### src/rtl/reg_sel_pkg.sv
//============================================================================
// Module : reg_sel_pkg
// Brief  : Shared constants and types for the register-address select pipe.
//          Macro REG_SEL_XZR_FLAG_EN adds the zero-register flag field.
// Rev    : 1.0
//============================================================================
`default_nettype none

package reg_sel_pkg;

    localparam logic [4:0] XZR_ADDR = 5'd31;

    typedef enum logic [1:0] {
        EMPTY = 2'd0,
        ONE   = 2'd1,
        FULL  = 2'd2
    } sel_state_t;

    // Status bits carried with each entry. Data and select widths depend on
    // the top-level parameters, so the full entry struct is built there.
    typedef struct packed {
        logic err;
`ifdef REG_SEL_XZR_FLAG_EN
        logic is_xzr;
`endif
    } reg_sel_flags_t;

endpackage

`default_nettype wire

### src/rtl/reg_sel_skid.sv
//============================================================================
// Module : reg_sel_skid
// Brief  : Generic 2-entry valid/ready skid buffer with registered in_ready.
// Rev    : 1.0
//============================================================================
`default_nettype none

module reg_sel_skid
    import reg_sel_pkg::*;
#(
    parameter type T = logic
) (
    input  logic clk,
    input  logic reset,
    input  T     in_data,
    input  logic in_valid,
    output logic in_ready,
    output T     out_data,
    output logic out_valid,
    input  logic out_ready
);

    sel_state_t r_state;
    T           r_main;
    T           r_skid;
    logic       r_out_valid;
    logic       r_in_ready;

    logic w_push;
    logic w_pop;

    assign w_push = in_valid && r_in_ready;
    assign w_pop  = r_out_valid && out_ready;

    always_ff @(posedge clk) begin
        if (reset) begin
            r_state     <= EMPTY;
            r_main      <= '0;
            r_skid      <= '0;
            r_out_valid <= 1'b0;
            r_in_ready  <= 1'b1;
        end else begin
            case (r_state)
                EMPTY: begin
                    if (w_push) begin
                        r_main      <= in_data;
                        r_state     <= ONE;
                        r_out_valid <= 1'b1;
                    end
                end
                ONE: begin
                    if (w_push && w_pop) begin
                        r_main <= in_data;
                    end else if (w_push) begin
                        // Downstream stalled: park the new entry, stop accepting.
                        r_skid     <= in_data;
                        r_state    <= FULL;
                        r_in_ready <= 1'b0;
                    end else if (w_pop) begin
                        r_state     <= EMPTY;
                        r_out_valid <= 1'b0;
                    end
                end
                FULL: begin
                    if (w_pop) begin
                        r_main     <= r_skid;
                        r_state    <= ONE;
                        r_in_ready <= 1'b1;
                    end
                end
                default: begin
                    r_state     <= EMPTY;
                    r_out_valid <= 1'b0;
                    r_in_ready  <= 1'b1;
                end
            endcase
        end
    end

    assign in_ready  = r_in_ready;
    assign out_valid = r_out_valid;
    assign out_data  = r_main;

endmodule

`default_nettype wire

### src/rtl/reg_addr_sel_pipe.sv
//============================================================================
// Module : reg_addr_sel_pipe
// Brief  : Selects one of NUM_IN register-address fields and forwards it
//          through a skid-buffered valid/ready stage. Macro
//          REG_SEL_XZR_FLAG_EN adds the out_is_xzr output.
// Rev    : 1.0
//============================================================================
`default_nettype none

module reg_addr_sel_pipe
    import reg_sel_pkg::*;
#(
    parameter  int WIDTH  = 5,
    parameter  int NUM_IN = 2,
    localparam int SEL_W  = $clog2(NUM_IN)
) (
    input  logic                    clk,
    input  logic                    reset,
    input  logic [NUM_IN*WIDTH-1:0] in_data,
    input  logic [SEL_W-1:0]        sel,
    input  logic                    in_valid,
    output logic                    in_ready,
    output logic [WIDTH-1:0]        out_data,
    output logic [SEL_W-1:0]        out_sel,
    output logic                    out_err,
`ifdef REG_SEL_XZR_FLAG_EN
    output logic                    out_is_xzr,
`endif
    output logic                    out_valid,
    input  logic                    out_ready
);

    typedef struct packed {
        logic [WIDTH-1:0] data;
        logic [SEL_W-1:0] sel;
        reg_sel_flags_t   flags;
    } entry_t;

    logic [WIDTH-1:0] w_cand [NUM_IN];
    logic [WIDTH-1:0] w_data;
    logic             w_err;
    entry_t           w_in;
    entry_t           w_out;

    for (genvar i = 0; i < NUM_IN; i++) begin : g_cand
        assign w_cand[i] = in_data[i*WIDTH +: WIDTH];
    end

    // A power-of-two candidate count leaves no out-of-range select codes.
    if (NUM_IN == (1 << SEL_W)) begin : g_pow2
        assign w_err  = 1'b0;
        assign w_data = w_cand[sel];
    end else begin : g_npow2
        assign w_err  = (int'(sel) >= NUM_IN);
        assign w_data = w_err ? '0 : w_cand[sel];
    end

    always_comb begin
        w_in           = '0;
        w_in.data      = w_data;
        w_in.sel       = sel;
        w_in.flags.err = w_err;
`ifdef REG_SEL_XZR_FLAG_EN
        w_in.flags.is_xzr = !w_err && (w_data == WIDTH'(XZR_ADDR));
`endif
    end

    reg_sel_skid #(
        .T (entry_t)
    ) u_skid (
        .clk       (clk),
        .reset     (reset),
        .in_data   (w_in),
        .in_valid  (in_valid),
        .in_ready  (in_ready),
        .out_data  (w_out),
        .out_valid (out_valid),
        .out_ready (out_ready)
    );

    assign out_data = w_out.data;
    assign out_sel  = w_out.sel;
    assign out_err  = w_out.flags.err;
`ifdef REG_SEL_XZR_FLAG_EN
    assign out_is_xzr = w_out.flags.is_xzr;
`endif

endmodule

`default_nettype wire

### config.mk
export PLATFORM = sky130hd
export DESIGN_NAME = reg_addr_sel_pipe
export DESIGN_NICKNAME = d
export VERILOG_FILES = /design/src/rtl/reg_sel_pkg.sv /design/src/rtl/reg_sel_skid.sv /design/src/rtl/reg_addr_sel_pipe.sv
export SDC_FILE = /design/constraint.sdc
export NUM_CORES = 1
export LEC_CHECK = 0
export CAP_MARGIN = 20
export CELL_PAD_IN_SITES_DETAIL_PLACEMENT = 1
export CELL_PAD_IN_SITES_GLOBAL_PLACEMENT = 1
export CORE_MARGIN = 2
export CORE_UTILIZATION = 38
export CTS_CLUSTER_DIAMETER = 100
export DETAILED_ROUTE_END_ITERATION = 6
export PLACE_DENSITY = 0.85
export SETUP_SLACK_MARGIN = 0.02
export SYNTH_ARGS = -nofsm -noshare
export SYNTH_HDL_FRONTEND = slang
export SYNTH_SLANG_ARGS = --single-unit
### constraint.sdc
create_clock -name clk -period 2.05 [get_ports clk]
set_input_delay 0.205 -clock clk [delete_from_list [all_inputs] [get_ports clk]]
set_output_delay 0.205 -clock clk [all_outputs]
set_load 0.03 [all_outputs]
==> results.md, run 1 <==
Yosys:
- The post-synthesis simple-gate area fraction is 20.0%.
- After synthesis, the cell types taking the most area are sky130_fd_sc_hd__dfxtp_1 (35%), sky130_fd_sc_hd__mux2i_1 (7.7%), sky130_fd_sc_hd__mux2_2 (6.2%).
- During synthesis, Yosys emitted a total of 0 warnings.
- The synthesized netlist devotes 22.2% of its cell area to compound gates.
- The part of the Yosys area used for sequential elements is 35.0%.
- The commonest cells after synthesis are sky130_fd_sc_hd__dfxtp_1 (16), sky130_fd_sc_hd__nor3_1 (11), sky130_fd_sc_hd__a21oi_1 (9).
- The synthesized-area fraction occupied by xor and xnor cells is 0%.
- The count of unique library cells instantiated by Yosys is 33.
- The adder and majority gate portion of the synthesized area is 0%.
- The area share of the largest cell type after synthesis is 35.0%.
- The register bit total from synthesis is 16.
- Yosys instantiated no cell more often than sky130_fd_sc_hd__dfxtp_1.
- The number of nets produced by synthesis is 113.
- The post-synthesis average cell area is 9.33 um^2.
- The post-synthesis instance area is 915 um^2.
- The multiplexer share of the synthesized area is 13.8%.
- The most common flop cell mapped by yosys is sky130_fd_sc_hd__dfxtp_1.
- Synthesis handed over a netlist of 98 instances.
- The dominant combinational cell family by area after synthesis is compound AO/OA/AOI/OAI gates.
- Summed over all instances, the cell type with the most area after synthesis is sky130_fd_sc_hd__dfxtp_1.
- The number of enable-type register cells in the synthesized netlist is 0.
- For this run, asynchronously set or reset flops after synthesis account for 0%.

Clock network:
- In this run the number of H-tree levels came out at 1.
- The post-CTS repair timing setup buffer count is 0.
- TritonCTS created 3 clock buffers.
- The number of gates resized after CTS was 0.
- Counting every sink on the clock net gives 16.
- The TritonCTS clock tree is yes.
- The hold buffer count at CTS is 0.
- The buffer depth of the longest clock path is 2.
- In this run the clock root is driven by a sky130_fd_sc_hd__clkbuf_4.
- The clock latency reported for the late side of the worst-skew pair is 0.28 ns.
- The clock transition at the register clock pins on the worst setup and hold paths after CTS is 0.10 ns.

Power:
- The combinational fraction of design power is 41.5%.
- The sequential share of power is 39.8%.
- The clock network accounts for 18.7% of the total power.
- The cell internal power dissipation is 0.685 mW.
- The maximum vdd drop is 0.463 mV.
- The analysis attributes to cell leakage a power of 0.436 nW.
- Power spread over the standard cell area amounts to 941 nW/um^2.
- The switching share of power is 37.3%.
- The analysis attributes to net switching a power of 0.407 mW.

Die:
- The die span in y is 53.1 um.
- The effective utilization at floorplan is 40.6%.
- The standard cell core area is 2250 um^2.
- The width of the die is 53.1 um.
- The area of the die is 2820 um^2.
- Row generation in the floorplan step produced 17 rows.
- 24 I/O pins were placed.

Detailed routing:
- The final wirelength is 2.56 mm.
- The detail-routed via count per cell is 5.63.
- After detailed routing, the met3 layer carries 85 um of wire.
- The detailed router placed 816 vias in this run.
- In the final routed layout, each cell accounts on average for 17.6 um.
- After detailed routing, the met2 layer carries 1.31 mm of wire.
- The sum of routed wire segments on met1 is 1.12 mm.
- Routed signal wires occupy layers up through met4.
- For this run, the detailed router's first-pass iteration total came to 4.
- In the routed design, unresolved DRC markers number 0.
- The initial detailed-routing violation count is 6.
- The number of nets with antenna violations after detailed routing is 0.

Placed design:
- The worst slack at placement is 0.271 ns.
- The final estimated routing congestion in global placement is 0.746.
- Summed over all nets, the half-perimeter wirelength after detailed placement is 1.90 mm.
- The count of buffers added on input and output ports is 22.

Final layout:
- After filler insertion, the fill cell instance count of the layout stands at 263.
- The post-route netlist has 19.7% of its cells at a drive strength greater than 1.
- The area occupied by multi-input gates is 515 um^2.
- The net count reported at finish is 133.
- The layout overhead on the synthesized area is 26.9%.
- The number of antenna diodes is 0.
- Registers take 320 um^2.
- Cells fill 51.5% of the core in the end.

Setup path:
- The critical setup path kind is flop to primary output.
- The type of origin of the critical path is a flop.
- The worst path arrival time is 1.47 ns.
- The signal on the critical path passes through clkdlybuf4s50_1.
- The endpoint of the most critical register-to-register path is u_skid.out_data[5].
- The type of element capturing the critical path is a primary output.
- The combined buffer and inverter count along the critical path is 1.
- The setup slack of the most critical reg-to-reg path is 0.44 ns.
- The cell at the slowest stage of the critical path is sky130_fd_sc_hd__clkdlybuf4s50_1.
- The worst register-to-register path has a depth of 3.
- At the worst endpoint, the required time is 1.85 ns.
- The gate family responsible for the most delay along the worst path is buffers and inverters.
- In this run the critical register-to-register path is launched from u_skid.r_state[0].
- In this design, the stage delay of the slowest critical-path cell is 0.72 ns.
- In this run the worst path has a maximum fanout of 6.

Timing:
- For this run, the top clock speed supported by timing is 599 MHz.
- The worst clock skew is 0.00545 ns.
- The worst-case setup margin in the final layout is 0.380 ns.
- After layout, the minimum clock period comes to 1.67 ns.
- The number of slew-limit violations in the final report is 0.
- Setup violations remaining at the end of the flow were counted as 0.
- Setup repair after global routing left no endpoint under its margin.
- The count of endpoints failing hold in the final timing report is 0.
- The final period utilization is 81.5%.
- Summed over all failing endpoints, the final setup total negative slack is 0 ns.
- The minimum hold slack is 0.477 ns.

Worst hold path:
- The class of the worst hold path is flop to flop.
- The worst min-delay path startpoint is u_skid.out_data[3].
- The path with the worst hold slack has its endpoint at u_skid.out_data[3].
- The instance count along the most critical hold path is 2.

Global route:
- The total congestion overflow after global routing is 0.
- Entering global routing, the biggest net connects 13 pins.
- The number of global-route vias before repair is 885.
- The first global-routing pass estimated 4.22 mm of wire.
- Global routing used 21.4% of the available tracks.
- The number of antenna violations at the first check in global routing came to 0.

Outcome:
- The flow ran to the end, and the final reports show no timing, DRC or antenna violations.

Job:
- The count of maximum capacitance violations is 0.
## state kept, by name, summed over array words and instances (netlist names)
signal / cells
u_skid.in_ready: 1
u_skid.out_data: 6
u_skid.out_valid: 1
u_skid.r_skid: 6
u_skid.r_state: 2
## cell usage in the layout, fill, tap and decap left out, types with 2 or more instances in the layout
cell type                          n
sky130_fd_sc_hd__a21oi_1           9
sky130_fd_sc_hd__buf_4             3
sky130_fd_sc_hd__clkbuf_4          3
sky130_fd_sc_hd__clkdlybuf4s50_1  22
sky130_fd_sc_hd__dfxtp_1          16
sky130_fd_sc_hd__inv_1             2
sky130_fd_sc_hd__mux2_2            5
sky130_fd_sc_hd__mux2i_1           7
sky130_fd_sc_hd__nand2_1           8
sky130_fd_sc_hd__nor3_1           11
sky130_fd_sc_hd__o211ai_1          5
sky130_fd_sc_hd__or3b_2            5
## through the flow
step                      cells  total power [mW]  instance area, um^2
after detailed placement    141             0.891                 1120
final                       145              1.09                 1160
after CTS                   145              1.10                 1160
after global routing        145              1.16                 1160
after floorplan              98             0.756                  915
after global placement      141             0.866                 1120
## final cells by class
class | instances | area share, %
Tap cell | 28 | 3.02
Multi-Input combinational cell | 69 | 44.4
Clock buffer | 4 | 3.13
Timing Repair Buffer | 25 | 20.9
Sequential cell | 16 | 27.6
Inverter | 3 | 0.970
## kinds of logic after synthesis
logic type | after synthesis
AND/OR/NAND/NOR | 30
AO/OA/AOI/OAI | 26
flip-flops | 16
buffers and inverters | 13
multiplexers | 12
other | 1
## how the worst max path moves through the flow
stage,start,endpoint,slack [ns],cells past startpoint
global route,u_skid.in_ready,in_ready,0.31,1
global placement,sel,u_skid.out_data[3],0.37,4
CTS,u_skid.in_ready,in_ready,0.37,1
finish,u_skid.in_ready,in_ready,0.38,1
detailed placement,sel,u_skid.out_data[5],0.27,4
floorplan,u_skid.in_ready,u_skid.out_data[1],0.70,4
## power groups by stage
stage | clock network, mW | registers (mW) | logic (mW)
2_1_floorplan | 0 | 0.474 | 0.282
3_3_place_gp | 0 | 0.430 | 0.436
3_5_place_dp | 0 | 0.438 | 0.454
4_1_cts | 0.208 | 0.432 | 0.456
5_1_grt | 0.226 | 0.441 | 0.490
6_report | 0.204 | 0.435 | 0.453
## metal layers
| layer | track usage (%) | up-vias |
|---|---|---|
| li1 | - | 393 |
| met5 | 0 | - |
| met4 | 7.26 | 0 |
| met3 | 2.82 | 4 |
| met1 | 24.6 | 404 |
| met2 | 40.0 | 15 |
Power figures use the tool's default switching activity.
==> inputs of run 2 (changes only) <==
--- a/config.mk
+++ b/config.mk
@@ -9,10 +9,10 @@
 export CELL_PAD_IN_SITES_DETAIL_PLACEMENT = 1
 export CELL_PAD_IN_SITES_GLOBAL_PLACEMENT = 1
 export CORE_MARGIN = 2
-export CORE_UTILIZATION = 38
+export CORE_UTILIZATION = 35
 export CTS_CLUSTER_DIAMETER = 100
 export DETAILED_ROUTE_END_ITERATION = 6
-export PLACE_DENSITY = 0.85
+export PLACE_DENSITY = 0.79
 export SETUP_SLACK_MARGIN = 0.02
 export SYNTH_ARGS = -nofsm -noshare
 export SYNTH_HDL_FRONTEND = slang
==> constraint.sdc (replaced) <==
create_clock -name clk -period 1.63 [get_ports clk]
set_input_delay 0.163 -clock clk [delete_from_list [all_inputs] [get_ports clk]]
set_output_delay 0.163 -clock clk [all_outputs]
set_load 0.03 [all_outputs]
==> run 2 against run 1 <==
Against the previous run: final cell count increased by 4.1%; non-clock buffer count increased by 4; global-route usage decreased by 2.6 points; routed wire length decreased by 5.3%; critical endpoint is now out_data[3]; clock skew increased by 0.0025 ns; flip-flop and latch count unchanged; register-to-register slack got worse by 0.26 ns; first-iteration DRC count unchanged; sequential share of layout area decreased by 0.70 points; largest cell class unchanged; die area increased by 7.9%; total power increased by 27%.
==> results.md, run 2 (synthesized netlist as in run 1, its figures left out) <==
Outcome:
- Status: finished, final reports clean (unchanged).

Detailed routing:
- The number of iterations in the first detailed-routing pass was 4 (unchanged).
- The detail-routed via count per cell is 5.50 (was 5.63).
- The routed length per instance is 16.0 um (was 17.6 um).
- The number of design rule violations left after detail routing is 0 (unchanged).
- The initial detailed-routing violation count is 6 (unchanged).
- The number of nets with antenna violations after detailed routing is 0 (unchanged).
- The overall via count from detail_route is 830 (was 816).
- The final wirelength is 2.42 mm (was 2.56 mm).

Final layout:
- The net count reported at finish is 137 (was 133).
- The final standard cell area without fillers came to 1190 um^2 (was 1160 um^2).
- The count of non-filler cells in the finished layout is 151 (was 145).
- The layout overhead on the synthesized area was 30.2% (was 26.9%).
- The fraction of final layout cells with drive strength greater than 1 is 22.3% (was 19.7%).
- The count of fill cells added during filler insertion is 298 (was 263).
- The final core utilization is 48.1% (was 51.5%).
- The number of antenna diodes was 0 (unchanged).
- The most common cell after layout, fill and taps aside is sky130_fd_sc_hd__clkdlybuf4s50_1 (unchanged).
- Most frequent cells in the layout: sky130_fd_sc_hd__clkdlybuf4s50_1 (20), sky130_fd_sc_hd__dfxtp_1 (16), sky130_fd_sc_hd__nor3_1 (11), sky130_fd_sc_hd__a21oi_1 (9), sky130_fd_sc_hd__nand2_1 (8) (was sky130_fd_sc_hd__clkdlybuf4s50_1 (22), sky130_fd_sc_hd__dfxtp_1 (16), sky130_fd_sc_hd__nor3_1 (11), sky130_fd_sc_hd__a21oi_1 (9), sky130_fd_sc_hd__nand2_1 (8)).

Worst hold path:
- The worst min-delay path startpoint is u_skid.out_data[3] (unchanged).
- The instance count along the most critical hold path came to 2 (unchanged).
- The class of the worst hold path is flop to flop (unchanged).

Timing:
- The final setup violation count is 0 (unchanged).
- The count of endpoints failing hold in the final timing report was 0 (unchanged).
- Unrepaired setup endpoints after global routing: false (unchanged).
- The worst clock skew came to 0.00799 ns (was 0.00545 ns).
- The peak clock frequency supported by timing is 673 MHz.
- The summed negative setup slack over all endpoints came to 0 ns (unchanged).
- The number of slew-limit violations in the final report is 0 (unchanged).
- The shortest period the worst path allows is 1.49 ns.
- The final period utilization is 91.2%.

Setup path:
- The setup slack of the most critical reg-to-reg path was 0.18 ns (was 0.44 ns).
- The delay of the slowest cell on the worst path is 0.67 ns (was 0.72 ns).
- The gate family responsible for the most delay along the worst path is buffers and inverters (unchanged).
- Sequence of cells on the critical path: clkdlybuf4s50_1 (unchanged).
- The worst path arrival time came to 1.32 ns (was 1.47 ns).
- The combined buffer and inverter count along the critical path is 1 (unchanged).
- The start point of the critical path is u_skid.out_data[5] (was u_skid.in_ready).
- The cell at the slowest stage of the critical path is sky130_fd_sc_hd__clkdlybuf4s50_1 (unchanged).
- The maximum fanout along the worst path was 2 (was 6).
- The critical setup path kind is flop to primary output (unchanged).
- The launch point of the worst reg-to-reg path is u_skid.r_state[1] (was u_skid.r_state[0]).
- The logic depth of the worst setup path including buffers came to 1 (unchanged).
- The type of element capturing the critical path was a primary output (unchanged).
- The type of origin of the critical path is a flop (unchanged).
- The logic depth of the worst register-to-register path is 3 (unchanged).
- The required time reported for the critical path endpoint came to 1.47 ns (was 1.85 ns).

Clock network:
- The clock transition at the register clock pins on the worst setup and hold paths after CTS is 0.10 ns (about the same).
- The hold buffer count at CTS is 0 (unchanged).
- The count of H-tree levels built during CTS came to 1 (unchanged).
- The buffer depth of the longest clock path is 2 (unchanged).
- The clock root buffer master is sky130_fd_sc_hd__clkbuf_4 (unchanged).
- The post-CTS repair timing setup buffer count was 0 (unchanged).
- The total clock buffers created by CTS is 3 (unchanged).
- The clock latency reported for the late side of the worst-skew pair is 0.30 ns (was 0.28 ns).
- The sink count of the clock tree is 16 (unchanged).
- The TritonCTS clock tree is yes (unchanged).

Global route:
- The total congestion overflow after global routing is 0 (unchanged).
- The number of antenna violations at the first check in global routing is 0 (unchanged).
- The first-pass GRT wire length is 3.95 mm (was 4.22 mm).
- The pin count of the biggest net entering global routing came to 13 (unchanged).
- The overall fraction of global-route tracks in use is 18.8% (was 21.4%).
- The number of global-route vias before repair is 851 (was 885).

Die:
- The die span in y is 55.1 um (was 53.1 um).
- The standard cell core area is 2480 um^2 (was 2250 um^2).
- The width of the die was 55.1 um (was 53.1 um).
- The number of rows in the core area is 18 (was 17).
- The area of the die came to 3040 um^2 (was 2820 um^2).
- The number of top-level design ports is 24 (unchanged).
- The effective utilization at floorplan is 36.9% (was 40.6%).

Placed design:
- The area after detailed placement is 1160 um^2 (was 1120 um^2).
- The sum of net half-perimeters after detailed placement is 1.78 mm (was 1.90 mm).
- The final estimated routing congestion in global placement was 0.814 (was 0.746).
- The number of buffers inserted by port buffering is 22 (unchanged).
- The total instance count after detailed placement is 147 (was 141).

Power:
- The power per unit of standard cell area was 1170 nW/um^2 (was 941 nW/um^2).
- The cell leakage power is 0.457 nW (was 0.436 nW).
- The maximum vdd drop is 0.629 mV (was 0.463 mV).

Job:
- The count of maximum capacitance violations is 0 (unchanged).
==> run 2: cell types whose count changed in the layout (fill, tap and decap cells not counted) <==
cell / change
sky130_fd_sc_hd__clkdlybuf4s50_1: -2
sky130_fd_sc_hd__buf_4: +4
sky130_fd_sc_hd__dlygate4sd2_1: +2
==> run 2: timing repair <==
action / CTS / global route
gates resized for setup: 2 / 0
setup endpoints to repair: 2 / 0
hold endpoints to repair: 0 / 0
==> run 2: final cells by class <==
type / count / area (um^2) / area share, %
flip-flops and latches: 16 / 320 / 26.9
repair buffers: 29 / 270 / 22.7
multi-input cells: 69 / 515 / 43.3
clock buffers: 4 / 36.3 / 3.05
inverters: 3 / 11.3 / 0.945
well taps: 30 / 37.5 / 3.15
==> run 2: final timing paths <==
path | to
setup / recovery | out_data[3]
hold / removal | u_skid.out_data[3]
setup reg to reg | u_skid.out_data[4]
hold reg to reg | u_skid.out_data[3]
==> run 2: stage by stage <==
stage,worst slack [ns],total power [mW],hold WS (ns)
CTS,0.115,1.41,0.480
finish,0.144,1.39,0.473
floorplan,0.285,0.951,0.355
global placement,0.0604,1.12,0.451
global route,0.0783,1.48,0.501
detailed placement,0.0342,1.14,0.464
==> run 2: layer usage <==
metal  up-vias  GRT usage (%)  part of all wire (%)
li1        406              -                     -
met1       402           21.4                    43
met2        16           31.5                    49
met3         6           5.11                   4.5
met4         0           10.6                   3.1
met5         -              0                     0
==> run 2: power breakdown <==
part	internal [mW]	switching, mW
logic	0.273	0.314
registers	0.462	0.0710
clock network	0.136	0.136
==> inputs of run 3 (changes only) <==
--- a/config.mk
+++ b/config.mk
@@ -8,6 +8,7 @@
 export CAP_MARGIN = 20
 export CELL_PAD_IN_SITES_DETAIL_PLACEMENT = 1
 export CELL_PAD_IN_SITES_GLOBAL_PLACEMENT = 1
+export CORE_ASPECT_RATIO = 1.25
 export CORE_MARGIN = 2
 export CORE_UTILIZATION = 35
 export CTS_CLUSTER_DIAMETER = 100
@@ -17,3 +18,4 @@
 export SYNTH_ARGS = -nofsm -noshare
 export SYNTH_HDL_FRONTEND = slang
 export SYNTH_SLANG_ARGS = --single-unit
+export TNS_END_PERCENT = 30
==> run 3 against run 2 <==
Against the previous run: final cell count grew 1.3%; total power shrank 3.8%; maximum frequency shrank 0.77%; die area is essentially flat; first-iteration DRC count grew 17%; register-to-register slack is essentially flat; worst hold slack lost 0.0031 ns; clock power shrank 22%; critical endpoint is now out_data[2]; largest cell class unchanged; largest power group unchanged.
==> results.md, run 3 (synthesized netlist as in run 1, its figures left out) <==
Setup path:
- Sequence of cells on the critical path: clkdlybuf4s50_1 (unchanged).
- The type of origin of the critical path is a flop (unchanged).
- The setup slack of the most critical reg-to-reg path is 0.17 ns (was 0.18 ns).
- The start point of the critical path was u_skid.out_data[4] (was u_skid.out_data[5]).
- The combined buffer and inverter count along the critical path came to 1 (unchanged).
- The worst path arrival time came to 1.33 ns (was 1.32 ns).
- The critical setup path kind is flop to primary output (unchanged).
- The required time reported for the critical path endpoint is 1.47 ns (about the same).
- The logic depth of the worst register-to-register path is 3 (unchanged).
- The endpoint of the most critical register-to-register path is u_skid.out_data[5] (was u_skid.out_data[4]).
- The launch point of the worst reg-to-reg path is u_skid.r_state[1] (unchanged).
- The type of element capturing the critical path is a primary output (unchanged).
- The delay of the slowest cell on the worst path is 0.68 ns (was 0.67 ns).
- The maximum fanout along the worst path came to 2 (unchanged).
- The gate family responsible for the most delay along the worst path is buffers and inverters (unchanged).
- The cell at the slowest stage of the critical path is sky130_fd_sc_hd__clkdlybuf4s50_1 (unchanged).

Job:
- The count of maximum capacitance violations is 0 (unchanged).

Placed design:
- The number of buffers inserted by port buffering is 22 (unchanged).
- The final estimated routing congestion in global placement is 0.765 (was 0.814).
- The total instance count after detailed placement came to 150 (was 147).
- The sum of net half-perimeters after detailed placement was 1.80 mm (was 1.78 mm).
- The worst slack at placement is -0.0222 ns (was 0.0342 ns).

Worst hold path:
- The instance count along the most critical hold path was 2 (unchanged).
- The worst min-delay path startpoint is u_skid.out_data[6] (was u_skid.out_data[3]).
- The class of the worst hold path is flop to flop (unchanged).
- The worst hold path endpoint was u_skid.out_data[6] (was u_skid.out_data[3]).

Detailed routing:
- The number of nets with antenna violations after detailed routing is 0 (unchanged).
- The number of iterations in the first detailed-routing pass was 4 (unchanged).
- The overall via count from detail_route was 822 (was 830).
- The final wirelength was 2.43 mm (was 2.42 mm).
- The routed length per instance came to 15.9 um (was 16.0 um).
- The detail-routed via count per cell is 5.37 (was 5.50).
- The number of design rule violations left after detail routing was 0 (unchanged).
- The initial detailed-routing violation count is 7 (was 6).

Final layout:
- Most frequent cells in the layout: sky130_fd_sc_hd__clkdlybuf4s50_1 (20), sky130_fd_sc_hd__dfxtp_1 (16), sky130_fd_sc_hd__nor3_1 (11), sky130_fd_sc_hd__a21oi_1 (9), sky130_fd_sc_hd__nand2_1 (8) (unchanged).
- The most common cell after layout, fill and taps aside is sky130_fd_sc_hd__clkdlybuf4s50_1 (unchanged).
- The net count reported at finish is 137 (unchanged).
- The count of non-filler cells in the finished layout is 153 (was 151).
- The fraction of final layout cells with drive strength greater than 1 is 21.7% (was 22.3%).
- The number of antenna diodes was 0 (unchanged).
- The layout overhead on the synthesized area is 29.5% (was 30.2%).
- The final core utilization is 48.3% (was 48.1%).

Timing:
- The worst-case setup margin in the final layout is 0.132 ns (was 0.144 ns).
- The peak clock frequency supported by timing came to 668 MHz (was 673 MHz).
- Unrepaired setup endpoints after global routing: false (unchanged).
- The shortest period the worst path allows is 1.50 ns (was 1.49 ns).
- The final setup violation count is 0 (unchanged).
- The count of endpoints failing hold in the final timing report came to 0 (unchanged).
- The worst clock skew was 0.00454 ns (was 0.00799 ns).
- The final period utilization was 91.9% (was 91.2%).
- The number of slew-limit violations in the final report is 0 (unchanged).
- The minimum hold slack was 0.470 ns (was 0.473 ns).

Outcome:
- Status: finished, final reports clean (unchanged).

Die:
- The area of the die was 3040 um^2 (about the same).
- The number of rows in the core area came to 20 (was 18).
- The standard cell core area came to 2450 um^2 (was 2480 um^2).
- The number of top-level design ports is 24 (unchanged).
- The effective utilization at floorplan came to 37.3% (was 36.9%).
- The die span in y is 61.2 um (was 55.1 um).
- The width of the die is 49.7 um (was 55.1 um).

Global route:
- The number of global-route vias before repair came to 838 (was 851).
- The first-pass GRT wire length came to 4.14 mm (was 3.95 mm).
- The pin count of the biggest net entering global routing is 13 (unchanged).
- The total congestion overflow after global routing is 0 (unchanged).
- The overall fraction of global-route tracks in use is 18.1% (was 18.8%).
- The number of antenna violations at the first check in global routing is 0 (unchanged).

Clock network:
- The clock root buffer master is sky130_fd_sc_hd__clkbuf_4 (unchanged).
- The sink count of the clock tree is 16 (unchanged).
- The count of H-tree levels built during CTS came to 1 (unchanged).
- The buffer depth of the longest clock path was 2 (unchanged).
- The clock transition at the register clock pins on the worst setup and hold paths after CTS came to 0.10 ns (about the same).
- The total clock buffers created by CTS came to 3 (unchanged).
- The clock latency reported for the late side of the worst-skew pair is 0.28 ns (was 0.30 ns).
- The hold buffer count at CTS is 0 (unchanged).
- The TritonCTS clock tree is yes (unchanged).
- The post-CTS repair timing setup buffer count is 0 (unchanged).

Power:
- The maximum vdd drop was 0.480 mV (was 0.629 mV).
- The total power is 1.34 mW (was 1.39 mW).
- The power per unit of standard cell area is 1130 nW/um^2 (was 1170 nW/um^2).
- The cell leakage power is 0.460 nW (was 0.457 nW).
run 3: routing by layer:
layer	wire (um)	global-route usage, %	part of all wire, %	vias to the layer above
li1	-	-	-	399
met1	1080	21.5	45	405
met2	1260	32.2	52	16
met3	58	2.18	2.4	2
met4	29	10.3	1.2	0
met5	0	0	0	-
run 3: area by class of cell:
type	count	area, um^2
clock buffer	3	22.5
fill	304	1270
inverter	3	11.3
multi-input combinational	69	515
sequential	16	320
tap	33	41.3
timing repair buffer	29	274
run 3: per-stage QoR:
stage                     cell area [um^2]  TNS (ns)
after floorplan                        915         0
after global placement                1160   -0.0186
after detailed placement              1160   -0.0222
after CTS                             1180         0
after global routing                  1180         0
final                                 1180         0
run 3: how the worst max path moves through the flow:
stage | endpoint | slack, ns | depth (start not counted)
6_report | out_data[2] | 0.13 | 1
3_3_place_gp | u_skid.out_data[6] | -0.02 | 4
2_1_floorplan | u_skid.out_data[1] | 0.28 | 4
3_5_place_dp | u_skid.out_data[6] | -0.02 | 4
5_1_grt | u_skid.out_data[6] | 0.08 | 3
4_1_cts | out_valid | 0.02 | 1
run 3: what timing repair did:
action	4_1_cts	5_1_grt
hold endpoints to repair	0	0
endpoints found under the setup margin	1	1
gates resized for setup	1	1
run 3: power breakdown:
group	leakage (nW)	total (mW)	switching [mW]	internal (mW)
Sequential	0.131	0.532	0.0701	0.462
Clock	0.0138	0.213	0.127	0.0858
Combinational	0.315	0.595	0.319	0.276
Total	0.460	1.34	0.516	0.824
